<file path="config.mk">
export PLATFORM = sky130hd
export DESIGN_NAME = dmem_arbiter
export DESIGN_NICKNAME = d
export VERILOG_FILES = /design/src/rtl/dmem_arbiter.sv
export SDC_FILE = /design/constraint.sdc
export NUM_CORES = 1
export LEC_CHECK = 0
export CORE_ASPECT_RATIO = 1.25
export CORE_MARGIN = 2
export CORE_UTILIZATION = 41
export CTS_CLUSTER_DIAMETER = 150
export DETAILED_ROUTE_END_ITERATION = 8
export GPL_ROUTABILITY_DRIVEN = 0
export MAX_ROUTING_LAYER = met4
export PLACE_DENSITY = 0.81
export RECOVER_POWER = 50
export SYNTH_ARGS = -nofsm -noshare
export SYNTH_HDL_FRONTEND = slang
export SYNTH_SLANG_ARGS = --single-unit
</file>
<file path="constraint.sdc">
create_clock -name clk -period 1.75 [get_ports clk]
set_input_delay 0.35 -clock clk [delete_from_list [all_inputs] [get_ports clk]]
set_output_delay 0.35 -clock clk [all_outputs]
set_load 0.1 [all_outputs]
</file>
<file path="src/rtl/dmem_arbiter.sv">
// Round-robin arbiter sharing a single-port data memory between the CPU (port 0) and a loader (port 1).
// Optional per-port grant counters are enabled with `define DMEM_ARB_STATS_EN.
module dmem_arbiter #(
    parameter int ADDR_W  = 10,
    parameter int DATA_W  = 32,
    parameter int MEM_LAT = 1
) (
    input  logic              clk,
    input  logic              reset,
    input  logic              req0_valid,
    input  logic              req0_we,
    input  logic [ADDR_W-1:0] req0_addr,
    input  logic [DATA_W-1:0] req0_wdata,
    output logic              req0_ready,
    output logic              rsp0_valid,
    output logic [DATA_W-1:0] rsp0_rdata,
    input  logic              req1_valid,
    input  logic              req1_we,
    input  logic [ADDR_W-1:0] req1_addr,
    input  logic [DATA_W-1:0] req1_wdata,
    output logic              req1_ready,
    output logic              rsp1_valid,
    output logic [DATA_W-1:0] rsp1_rdata,
    output logic              mem_en,
    output logic              mem_we,
    output logic [ADDR_W-1:0] mem_addr,
    output logic [DATA_W-1:0] mem_wdata,
    input  logic [DATA_W-1:0] mem_rdata
`ifdef DMEM_ARB_STATS_EN
    ,
    output logic [15:0]       gnt0_cnt,
    output logic [15:0]       gnt1_cnt
`endif
);

    typedef enum logic [1:0] {
        S_IDLE  = 2'd0,
        S_ISSUE = 2'd1,
        S_WAIT  = 2'd2,
        S_RESP  = 2'd3
    } state_t;

    localparam logic [1:0] LAT_INIT = 2'(MEM_LAT - 1);

    state_t              state_q, state_d;
    logic                last_gnt_q, last_gnt_d;
    logic                owner_q, owner_d;
    logic [1:0]          lat_cnt_q, lat_cnt_d;
    logic                mem_en_q, mem_en_d;
    logic                mem_we_q, mem_we_d;
    logic [ADDR_W-1:0]   mem_addr_q, mem_addr_d;
    logic [DATA_W-1:0]   mem_wdata_q, mem_wdata_d;
    logic                rsp0_valid_q, rsp0_valid_d;
    logic                rsp1_valid_q, rsp1_valid_d;
    logic [DATA_W-1:0]   rsp0_rdata_q, rsp0_rdata_d;
    logic [DATA_W-1:0]   rsp1_rdata_q, rsp1_rdata_d;
    logic                gnt0_s, gnt1_s;

    // Arbitration: a lone requester wins; on contention the port that was not granted last wins.
    always_comb begin
        gnt0_s = 1'b0;
        gnt1_s = 1'b0;
        if ((state_q == S_IDLE) && !reset) begin
            gnt0_s = req0_valid && (!req1_valid || last_gnt_q);
            gnt1_s = req1_valid && (!req0_valid || !last_gnt_q);
        end else begin
            gnt0_s = 1'b0;
            gnt1_s = 1'b0;
        end
    end

    assign req0_ready = gnt0_s;
    assign req1_ready = gnt1_s;

    // Next-state and registered-output logic for the access sequencer.
    always_comb begin
        state_d      = state_q;
        last_gnt_d   = last_gnt_q;
        owner_d      = owner_q;
        lat_cnt_d    = lat_cnt_q;
        mem_en_d     = 1'b0;
        mem_we_d     = mem_we_q;
        mem_addr_d   = mem_addr_q;
        mem_wdata_d  = mem_wdata_q;
        rsp0_valid_d = 1'b0;
        rsp1_valid_d = 1'b0;
        rsp0_rdata_d = rsp0_rdata_q;
        rsp1_rdata_d = rsp1_rdata_q;
        case (state_q)
            S_IDLE: begin
                if (gnt1_s) begin
                    mem_en_d    = 1'b1;
                    mem_we_d    = req1_we;
                    mem_addr_d  = req1_addr;
                    mem_wdata_d = req1_wdata;
                    owner_d     = 1'b1;
                    last_gnt_d  = 1'b1;
                    state_d     = S_ISSUE;
                end else if (gnt0_s) begin
                    mem_en_d    = 1'b1;
                    mem_we_d    = req0_we;
                    mem_addr_d  = req0_addr;
                    mem_wdata_d = req0_wdata;
                    owner_d     = 1'b0;
                    last_gnt_d  = 1'b0;
                    state_d     = S_ISSUE;
                end else begin
                    state_d = S_IDLE;
                end
            end
            S_ISSUE: begin
                if (mem_we_q) begin
                    rsp0_valid_d = !owner_q;
                    rsp1_valid_d = owner_q;
                    state_d      = S_RESP;
                end else begin
                    lat_cnt_d = LAT_INIT;
                    state_d   = S_WAIT;
                end
            end
            S_WAIT: begin
                // Read data is sampled in the last latency cycle so it is visible during RESP.
                if (lat_cnt_q == 2'd0) begin
                    if (owner_q) begin
                        rsp1_rdata_d = mem_rdata;
                    end else begin
                        rsp0_rdata_d = mem_rdata;
                    end
                    rsp0_valid_d = !owner_q;
                    rsp1_valid_d = owner_q;
                    state_d      = S_RESP;
                end else begin
                    lat_cnt_d = lat_cnt_q - 2'd1;
                    state_d   = S_WAIT;
                end
            end
            S_RESP: begin
                state_d = S_IDLE;
            end
            default: begin
                state_d = S_IDLE;
            end
        endcase
    end

    // State and output registers with synchronous reset.
    always_ff @(posedge clk) begin
        if (reset) begin
            state_q      <= S_IDLE;
            last_gnt_q   <= 1'b1;
            owner_q      <= 1'b0;
            lat_cnt_q    <= 2'd0;
            mem_en_q     <= 1'b0;
            mem_we_q     <= 1'b0;
            mem_addr_q   <= {ADDR_W{1'b0}};
            mem_wdata_q  <= {DATA_W{1'b0}};
            rsp0_valid_q <= 1'b0;
            rsp1_valid_q <= 1'b0;
            rsp0_rdata_q <= {DATA_W{1'b0}};
            rsp1_rdata_q <= {DATA_W{1'b0}};
        end else begin
            state_q      <= state_d;
            last_gnt_q   <= last_gnt_d;
            owner_q      <= owner_d;
            lat_cnt_q    <= lat_cnt_d;
            mem_en_q     <= mem_en_d;
            mem_we_q     <= mem_we_d;
            mem_addr_q   <= mem_addr_d;
            mem_wdata_q  <= mem_wdata_d;
            rsp0_valid_q <= rsp0_valid_d;
            rsp1_valid_q <= rsp1_valid_d;
            rsp0_rdata_q <= rsp0_rdata_d;
            rsp1_rdata_q <= rsp1_rdata_d;
        end
    end

    assign mem_en     = mem_en_q;
    assign mem_we     = mem_we_q;
    assign mem_addr   = mem_addr_q;
    assign mem_wdata  = mem_wdata_q;
    assign rsp0_valid = rsp0_valid_q;
    assign rsp1_valid = rsp1_valid_q;
    assign rsp0_rdata = rsp0_rdata_q;
    assign rsp1_rdata = rsp1_rdata_q;

`ifdef DMEM_ARB_STATS_EN
    logic [15:0] gnt0_cnt_q;
    logic [15:0] gnt1_cnt_q;

    // Saturating counters of accepted handshakes per port.
    always_ff @(posedge clk) begin
        if (reset) begin
            gnt0_cnt_q <= 16'd0;
            gnt1_cnt_q <= 16'd0;
        end else begin
            if (gnt0_s && (gnt0_cnt_q != 16'hFFFF)) begin
                gnt0_cnt_q <= gnt0_cnt_q + 16'd1;
            end
            if (gnt1_s && (gnt1_cnt_q != 16'hFFFF)) begin
                gnt1_cnt_q <= gnt1_cnt_q + 16'd1;
            end
        end
    end

    assign gnt0_cnt = gnt0_cnt_q;
    assign gnt1_cnt = gnt1_cnt_q;
`endif

endmodule

</file>
==> results of run 1 <==
[path summary, 6_finish.rpt]
path | from | endpoint | slack, ns
setup reg to reg | state_q[0] | mem_wdata[4] | -0.04
hold reg to reg | rsp0_rdata[18] | rsp0_rdata[18] | 0.49
setup / recovery | state_q[0] | req0_ready | -0.13
hold / removal | reset | mem_wdata[28] | 0.19
[power by group through the flow]
stage	sequential (mW)	combinational (mW)	clock [mW]
floorplan	6.83	1.77	0
global placement	3.74	7.87	0
detailed placement	3.77	8.03	0
CTS	3.73	8.21	3.43
global route	3.79	8.78	3.57
finish	3.74	8.50	3.41
[per-stage QoR]
| stage | cell area (µm²) | setup TNS [ns] | power [mW] | hold slack (ns) |
|---|---|---|---|---|
| 2_1_floorplan | 4823 | -0.05571 | 8.593 | 0.4497 |
| 3_3_place_gp | 8458 | -3.491 | 11.61 | 0.4610 |
| 3_5_place_dp | 8458 | -6.393 | 11.80 | 0.4762 |
| 4_1_cts | 9099 | -0.2049 | 15.37 | 0.1790 |
| 5_1_grt | 9225 | -0.7156 | 16.14 | 0.1935 |
| 6_report | 9225 | -0.2776 | 15.65 | 0.1922 |
[Yosys cell counts (all sizes together) (3+ instances only)]
cell and n:
a21oi 110, a311oi 43, buf 31, clkbuf 33
dfxtp 116, ha 6, inv 7, nand2 130
nand4 44, nor2 3, o21ai 45
[flip-flops by register name, summed over array words and instances (netlist names)]
name,count
rsp0_rdata,32
rsp1_rdata,32
rsp1_valid,1
owner_q,1
mem_we,1
lat_cnt_q,2
state_q,2
mem_wdata,32
rsp0_valid,1
mem_addr,10
mem_en,1
last_gnt_q,1
[logic make-up (layout without fill, tap and decap cells)]
family / count (synthesis) / after routing / synth area share, %
mux: 1 / 1 / 0.2081
buf+inv: 71 / 311 / 7.022
fa+ha+maj: 6 / 6 / 1.560
compound gates: 203 / 203 / 24.76
simple gates: 191 / 191 / 18.18
flops: 116 / 116 / 48.27
[per-layer routing]
| layer | GRT usage [%] | vias up |
|---|---|---|
| met3 | 8.496 | 48 |
| met5 | - | - |
| met4 | 13.38 | 0 |
| met1 | 30.71 | 2685 |
| li1 | - | 2570 |
| met2 | 50.55 | 413 |
[area by class of cell]
type,count,area (µm²)
repair buffers,272,3906
flip-flops and latches,116,2325
fillers,655,2281
multi-input cells,401,2207
clock buffers,17,425.4
well taps,138,172.7
clock inverters,15,160.2
inverters,7,28.78
[critical path, stage by stage, from the launching register on]
cell     delay [ns]
dfxtp_2        0.33
inv_2          0.08
ha_4           0.16
nor2b_4        0.16
and3_4         0.22
buf_12         0.18
[timing repair]
item / 4_1_cts / 5_1_grt
cloned: 0 / 2
endpoints found under the hold margin: 0 / 0
resized for setup: 6 / 14
endpoints found under the setup margin: 45 / 64
pin swaps: 2 / 5
setup buffers: 5 / 6
==> impl_metrics.json, run 1 <==
{
  "status": "finished, violations left",
  "failed_checks": "negative setup slack",
  "first_global_vias": 5747,
  "dieArea_mm2": 0.01262,
  "routed-via-count": 5716,
  "globalRouteTotalUtil_pct": 29.45,
  "drive_gt1_share_pct": 24.03,
  "max_slew_margin_pct": 49.42,
  "fin_util_pct": 80.18,
  "fp.dieW_um": 100.9,
  "wire_per_inst_um": 19.84,
  "fin_crit_sh_pct": 107.5,
  "start_kind": "flop",
  "cts_root_buf": "clkbuf_16",
  "antenna_found_initial": 0,
  "drc": 0,
  "slew_viol_final": 0,
  "clock_skew_ns": 0.007237,
  "ys_warn_count": 0,
  "stdcell_count": 966,
  "drt_pass1_iterations": 7,
  "required_ns": 1.40,
  "dp_cells": 922,
  "p_leak_nw": 3.319,
  "htreeDepth": 4,
  "comb_power_share_pct": 54.3,
  "start_util_pct": 41.81,
  "async_flop_share_pct": 0,
  "topRoutingLayerUsed": "met4",
  "ctsHoldBuffers": 0,
  "final_nets": 943,
  "layout_common_cells": "nand2_1, buf_12, clkdlybuf4s50_1",
  "tightest_slew_ns": 0.7587,
  "cts_buffer_depth": 2,
  "rows": 44,
  "clock.fmax_mhz": 531.5,
  "overflow": 0,
  "wl_mm": 19.17,
  "synth-edff-count": 0,
  "hold_path_class": "in -> reg",
  "dieHeight_um": 125.1,
  "drt-vias-per-instance": 5.917,
  "drtIter0Drc": 399,
  "synthCells": 588,
  "syn_to_final_growth_pct": 91.76,
  "cts.clk_slew.worst_paths_ns": 0.06,
  "rsz0062_at_grt": "true",
  "hpwl_mm": 12.48,
  "switching_power_mw": 7.292,
  "synth_seq_cells": 116,
  "antennaDiodeCount": 0,
  "synth-seq-area-share_pct": 48.27,
  "routed-wl-met2_mm": 10.09,
  "syn-num-nets": 716,
  "antenna_left": 0,
  "final_common_cell": "nand2_1",
  "synth_top_cell_area_share_pct": 48.27,
  "cts.sinks": 116,
  "hold_viol": 0,
  "synthDistinctLibCells": 36,
  "syn_area_mm2": 0.004811,
  "core_area_mm2": 0.01151,
  "crit_type": "reg -> out",
  "yosys-top-cells-area": "dfxtp_1, a21oi_1, nand2_1, a311oi_1, nand4_1",
  "cellInternalPower_mw": 8.361,
  "setup_ws_ns": -0.1313,
  "crit_arrival_ns": 1.53,
  "grt_pass1_wl_mm": 28.46,
  "dpl_worst_slack_ns": -0.2648,
  "finalCriticalPeriod_ns": 1.881,
  "met3_length_mm": 1.826,
  "synth_area_per_cell_um2": 8.182,
  "numCtsBuffers": 17,
  "critPathCaptureType": "output pin",
  "crit_path_max_fanout": 3,
  "cts_tree": "built",
  "power.density_cell_area_mw_per_mm2": 1697,
  "whs_path_depth": 2,
  "setup_viol": 3,
  "yosys.area.top_type": "dfxtp_1",
  "p_clk_share_pct": 21.8,
  "r2r_cells": 8,
  "power_frac_seq_pct": 23.9,
  "worstSkewPairLatency_ns": 0.41,
  "p_sw_share_pct": 46.59,
  "vdd_drop_max_uv": 1203,
  "synth_top_flop_cell": "dfxtp_1",
  "port_buffers": 233,
  "maxCapViolations": 0,
  "grt_max_degree": 71,
  "ioPinCount": 234,
  "wl_met1_mm": 6.650
}
(Power assumes the default switching activity.)
==> inputs of run 2 (changes only) <==
--- a/config.mk
+++ b/config.mk
@@ -5,14 +5,16 @@
 export SDC_FILE = /design/constraint.sdc
 export NUM_CORES = 1
 export LEC_CHECK = 0
+export CELL_PAD_IN_SITES_DETAIL_PLACEMENT = 0
+export CELL_PAD_IN_SITES_GLOBAL_PLACEMENT = 1
 export CORE_ASPECT_RATIO = 1.25
 export CORE_MARGIN = 2
-export CORE_UTILIZATION = 41
+export CORE_UTILIZATION = 28
 export CTS_CLUSTER_DIAMETER = 150
 export DETAILED_ROUTE_END_ITERATION = 8
 export GPL_ROUTABILITY_DRIVEN = 0
 export MAX_ROUTING_LAYER = met4
-export PLACE_DENSITY = 0.81
+export PLACE_DENSITY_LB_ADDON = 0.1
 export RECOVER_POWER = 50
 export SYNTH_ARGS = -nofsm -noshare
 export SYNTH_HDL_FRONTEND = slang
==> run 2 against run 1 <==
The run still ends with negative setup slack left. Clock power rose by 12%. First-iteration DRC count fell by 11%. Worst hold slack improved by 0.017 ns. Core utilization fell by 25 points. Highest routed layer unchanged.
==> impl_metrics.json, run 2 (synthesized netlist as in run 1, its figures left out) <==
{
  "status": "finished, violations left",
  "failed_checks": "negative setup slack",
  "hold_viol": 0,
  "start_kind": "flop",
  "antenna_left": 0,
  "drtIter0Drc": 356,
  "fin_crit_sh_pct": 104.9,
  "drive_gt1_share_pct": 23.23,
  "cts_tree": "built",
  "required_ns": 1.40,
  "clock_skew_ns": 0.008333,
  "crit_start": "state_q[0]",
  "drt-vias-per-instance": 5.051,
  "antennaDiodeCount": 0,
  "drc": 0,
  "finalCriticalPeriod_ns": 1.835,
  "grtUsageMet3_pct": 4.886,
  "clock.fmax_mhz": 545.0,
  "comb_power_share_pct": 52.2,
  "cts.clk_slew.worst_paths_ns": 0.06,
  "rsz0062_at_grt": "true",
  "critPathCaptureType": "output pin",
  "r2r_start": "state_q[0]",
  "final_common_cell": "nand2_1",
  "cts_buffer_depth": 2,
  "setup_viol": 2,
  "ctsHoldBuffers": 0,
  "slew_viol_final": 0,
  "htreeDepth": 4,
  "dieArea_mm2": 0.01825,
  "numCtsBuffers": 17,
  "hold_path_class": "in -> reg",
  "multiInputGateArea_mm2": 0.002193,
  "core_area_mm2": 0.01684,
  "vdd_drop_max_uv": 752.1,
  "worstSkewPairLatency_ns": 0.41,
  "grt_max_degree": 112,
  "tightest_slew_ns": 0.5059,
  "crit_arrival_ns": 1.48,
  "p_leak_nw": 3.315,
  "antenna_found_initial": 0,
  "hold_ws_ns": 0.2095,
  "rows": 53,
  "layout_common_cells": "nand2_1, buf_12, clkdlybuf4s50_1",
  "overflow": 0,
  "final_nets": 933,
  "hpwl_mm": 11.50,
  "ioPinCount": 234,
  "use_met2_pct": 32.67,
  "routed-via-count": 5243,
  "reg2reg_slack_ns": 0.07,
  "wl_mm": 17.28,
  "crit_path_max_fanout": 3,
  "seq_area_mm2": 0.002325,
  "maxCapViolations": 0,
  "gr-usage-met1_pct": 21.23,
  "drt_pass1_iterations": 4,
  "hold_start": "reset",
  "power.density_cell_area_mw_per_mm2": 1692,
  "globalRouteTotalUtil_pct": 18.88,
  "switching_power_mw": 7.044,
  "p_clk_share_pct": 24.3,
  "cts.sinks": 116,
  "dieHeight_um": 150.6,
  "n_fill_cell": 1531,
  "max_slew_margin_pct": 66.27,
  "first_global_vias": 5123,
  "cts_root_buf": "clkbuf_16",
  "fin_util_pct": 55.31,
  "grt.busiest_layer": "met2",
  "p_sw_share_pct": 44.68,
  "total_power_mw": 15.77,
  "cellInternalPower_mw": 8.723,
  "fp.dieW_um": 121.2,
  "crit_type": "reg -> out",
  "wire_per_inst_um": 16.65,
  "port_buffers": 233,
  "setup-tns-final_ns": -0.1154,
  "start_util_pct": 28.56,
  "syn_to_final_growth_pct": 93.65,
  "setup_ws_ns": -0.08492,
  "power_frac_seq_pct": 23.5,
  "grt_pass1_wl_mm": 26.42
}
[run 2: cell count changes in the layout (fill, tap and decap cells not counted), moves of 2 or more]
cell        delta
a311oi_1       +3
buf_4         -10
nand2_2        +2
o21ai_1        -5
buf_12         +2
clkinvlp_4     -5
bufinv_16      +3
o21ai_0        +5
a311oi_2       -3
[run 2: per-stage QoR]
step / cell area, µm² / worst slack [ns] / instances
2_1_floorplan: 4823 / -0.05571 / 588
3_3_place_gp: 8556 / -0.09460 / 999
3_5_place_dp: 8556 / -0.1739 / 999
4_1_cts: 9261 / -0.09249 / 1036
5_1_grt: 9316 / -0.1428 / 1038
6_report: 9316 / -0.08492 / 1038
[run 2: layout make-up]
type | count | area share, %
clock inverters | 14 | 2.417
inverters | 7 | 0.2820
multi-input cells | 401 | 23.54
clock buffers | 18 | 4.607
well taps | 220 | 2.955
flip-flops and latches | 116 | 24.95
repair buffers | 262 | 41.24
[run 2: power groups by stage]
stage	sequential (mW)	clock [mW]	combinational (mW)
floorplan	6.83	0	1.77
global placement	3.74	0	7.95
CTS	3.71	3.94	8.15
global route	3.77	4.03	8.58
finish	3.70	3.83	8.23
detailed placement	3.75	0	8.03
[run 2: critical path, stage by stage (launching register included)]
cell	delay [ns]
dfxtp_2	0.32
inv_2	0.07
ha_4	0.15
nor2b_4	0.15
and3_4	0.21
buf_12	0.17
[run 2: final timing paths]
path | to | cells past startpoint
worst max-delay path | req0_ready | 5
worst min-delay path | mem_addr[2] | 2
worst max register to register | rsp0_rdata[3] | 9
worst min register to register | rsp0_rdata[18] | 2
[run 2: metal layers]
metal / part of all wire [%] / routed length (µm) / vias to the layer above
met4: 1.7 / 294 / 0
met3: 7.7 / 1329 / 20
met2: 51 / 8896 / 221
li1: - / - / 2556
met5: 0 / 0 / -
met1: 39 / 6762 / 2446
[run 2: repair_timing]
| item | 4_1_cts | 5_1_grt |
|---|---|---|
| resized for setup | 5 | 7 |
| cloned | 0 | 1 |
| pin swaps | 2 | 2 |
| setup endpoints to repair | 5 | 9 |
| buffers inserted | 5 | 1 |
| hold endpoints to repair | 0 | 0 |
==> inputs of run 3 (changes only) <==
--- a/config.mk
+++ b/config.mk
@@ -16,6 +16,7 @@
 export MAX_ROUTING_LAYER = met4
 export PLACE_DENSITY_LB_ADDON = 0.1
 export RECOVER_POWER = 50
+export SETUP_SLACK_MARGIN = 0.2
 export SYNTH_ARGS = -nofsm -noshare
 export SYNTH_HDL_FRONTEND = slang
 export SYNTH_SLANG_ARGS = --single-unit
==> run 3 against run 2 <==
The flow still finishes with violations (negative setup slack). Worst hold slack gained 0.025 ns. Core utilization grew 3.1 points. Combinational power grew 12%. Clock power shrank 5%. Sequential share of layout area shrank 1.3 points. First-iteration DRC count shrank 25%. Sequential power is essentially flat. Fmax grew 0.81%. Clock skew is essentially flat. Cell area grew 5.5%. Sequential cell count is the same. Critical path type unchanged. Largest cell class unchanged. Largest power group unchanged.
==> impl_metrics.json, run 3 (synthesized netlist as in run 1, its figures left out) <==
{
  "failed_checks": "negative setup slack",
  "drc": 0,
  "numCtsBuffers": 17,
  "fp.dieW_um": 121.2,
  "p_clk_share_pct": 22.0,
  "cellInternalPower_mw": 9.236,
  "cts.sinks": 116,
  "setup_ws_ns": -0.07012,
  "switching_power_mw": 7.327,
  "antenna_left": 0,
  "rsz0062_at_grt": "true",
  "finalCriticalPeriod_ns": 1.820,
  "required_ns": 1.40,
  "hpwl_mm": 11.58,
  "htreeDepth": 4,
  "overflow": 0,
  "dieHeight_um": 150.6,
  "final_nets": 955,
  "wl_mm": 18.90,
  "cts_root_buf": "clkbuf_16",
  "drt_pass1_iterations": 4,
  "core_area_mm2": 0.01684,
  "slew_viol_final": 0,
  "drive_gt1_share_pct": 27.89,
  "power.density_cell_area_mw_per_mm2": 1684,
  "antenna_found_initial": 0,
  "hold_path_class": "in -> reg",
  "worstSkewPairLatency_ns": 0.41,
  "grt_pass1_wl_mm": 27.30,
  "cts_tree": "built",
  "ioPinCount": 234,
  "fin_crit_sh_pct": 104.0,
  "clock.fmax_mhz": 549.4,
  "drt-vias-per-instance": 5.076,
  "layout_common_cells": "nand2_1, buf_12, clkdlybuf4s50_1",
  "drtIter0Drc": 268,
  "crit_type": "reg -> out",
  "hold_viol": 0,
  "status": "finished, violations left",
  "antennaDiodeCount": 0,
  "setup_viol": 2,
  "rows": 53,
  "place_area_mm2": 0.008562,
  "globalRouteTotalUtil_pct": 19.67,
  "max_slew_margin_pct": 39.10,
  "crit_path_max_fanout": 3,
  "first_global_vias": 5313,
  "grt_max_degree": 72,
  "slowest_delay_ns": 0.32,
  "port_buffers": 233,
  "final_common_cell": "nand2_1",
  "maxCapViolations": 0,
  "start_kind": "flop",
  "dieArea_mm2": 0.01825,
  "power_frac_seq_pct": 22.4,
  "tightest_slew_ns": 0.9134,
  "fin_util_pct": 58.38,
  "ctsHoldBuffers": 0,
  "wire_per_inst_um": 17.85,
  "critPathCaptureType": "output pin",
  "slowest_stage": "dfxtp_2",
  "routed-via-count": 5375,
  "fin_area_mm2": 0.009833,
  "cts_buffer_depth": 2,
  "setup-tns-final_ns": -0.1163,
  "vdd_drop_max_uv": 865.6,
  "p_sw_share_pct": 44.24,
  "n_fill_cell": 1520,
  "syn_to_final_growth_pct": 104.4,
  "worstPathCellList": "inv_2 > ha_4 > nor2b_4 > and3_4 > buf_12",
  "clock_skew_ns": 0.008265,
  "p_leak_nw": 3.507,
  "crit_arrival_ns": 1.47,
  "comb_power_share_pct": 55.5,
  "cts.clk_slew.worst_paths_ns": 0.05,
  "start_util_pct": 28.56
}
==> run 3: cell types whose count changed in the layout (fill, tap and decap cells not counted), sizes merged <==
cell           before  now
buf               142  157
clkbuf             19   30
clkinv              7    2
clkinvlp            0    3
inv                 9    7
bufinv              5    4
clkdlybuf4s50     119  118
dlygate4sd2         0    1
==> run 3: final cells by class <==
type	instances	area, µm²	area share [%]
clock buffer	22	464.2	4.721
multi-input combinational	401	2375	24.15
inverter	7	33.78	0.3436
clock inverter	9	152.6	1.552
sequential	116	2326	23.65
timing repair buffer	284	4207	42.78
tap	220	275.3	2.799
==> run 3: power by group through the flow <==
stage / Sequential [mW] / Clock (mW) / Combinational (mW)
floorplan: 6.83 / 0 / 1.82
global placement: 3.74 / 0 / 7.99
detailed placement: 3.76 / 0 / 8.06
CTS: 3.71 / 3.73 / 8.39
global route: 3.78 / 3.84 / 9.54
finish: 3.71 / 3.65 / 9.20
==> run 3: critical path, delay by kind of cell, from the launching register on <==
kind,cells,cell delay [ns]
fa+ha+maj,1,0.15
buf+inv,2,0.25
flops,1,0.32
simple gates,2,0.34
==> run 3: what timing repair did <==
| action | CTS | global route |
|---|---|---|
| pin swaps | 6 | 21 |
| buffers inserted | 7 | 9 |
| hold endpoints to repair | 0 | 0 |
| endpoints found under the setup margin | 42 | 102 |
| gates cloned | 3 | 9 |
| resized for setup | 9 | 47 |
==> run 3: path summary, 6_finish.rpt <==
check	start	endpoint	slack (ns)	cells past startpoint
max reg2reg	state_q[1]	mem_wdata[21]	0.03	10
min reg2reg	rsp0_rdata[20]	rsp0_rdata[20]	0.49	2
min	reset	mem_we	0.23	2
max	state_q[1]	req0_ready	-0.07	5
==> run 3: stage by stage <==
step                      power [mW]  std cells  worst slack [ns]  hold WS [ns]
final                          16.56       1059          -0.07012        0.2348
after CTS                      15.84       1041          -0.09206        0.2138
after global routing           17.17       1059           -0.1214        0.2372
after detailed placement       11.82       1000           -0.1050        0.4837
after floorplan                8.656        588           0.09012        0.4497
after global placement         11.74       1000          -0.04702        0.4571
==> run 3: per-layer routing <==
metal | vias to the layer above | share of wire [%] | track usage, % | routed length (µm)
met5 | - | 0 | - | 0
met4 | 0 | 2.3 | 7.989 | 438
met3 | 31 | 6.1 | 4.886 | 1161
met2 | 209 | 52 | 34.07 | 9894
met1 | 2547 | 39 | 21.56 | 7405
li1 | 2588 | - | - | -
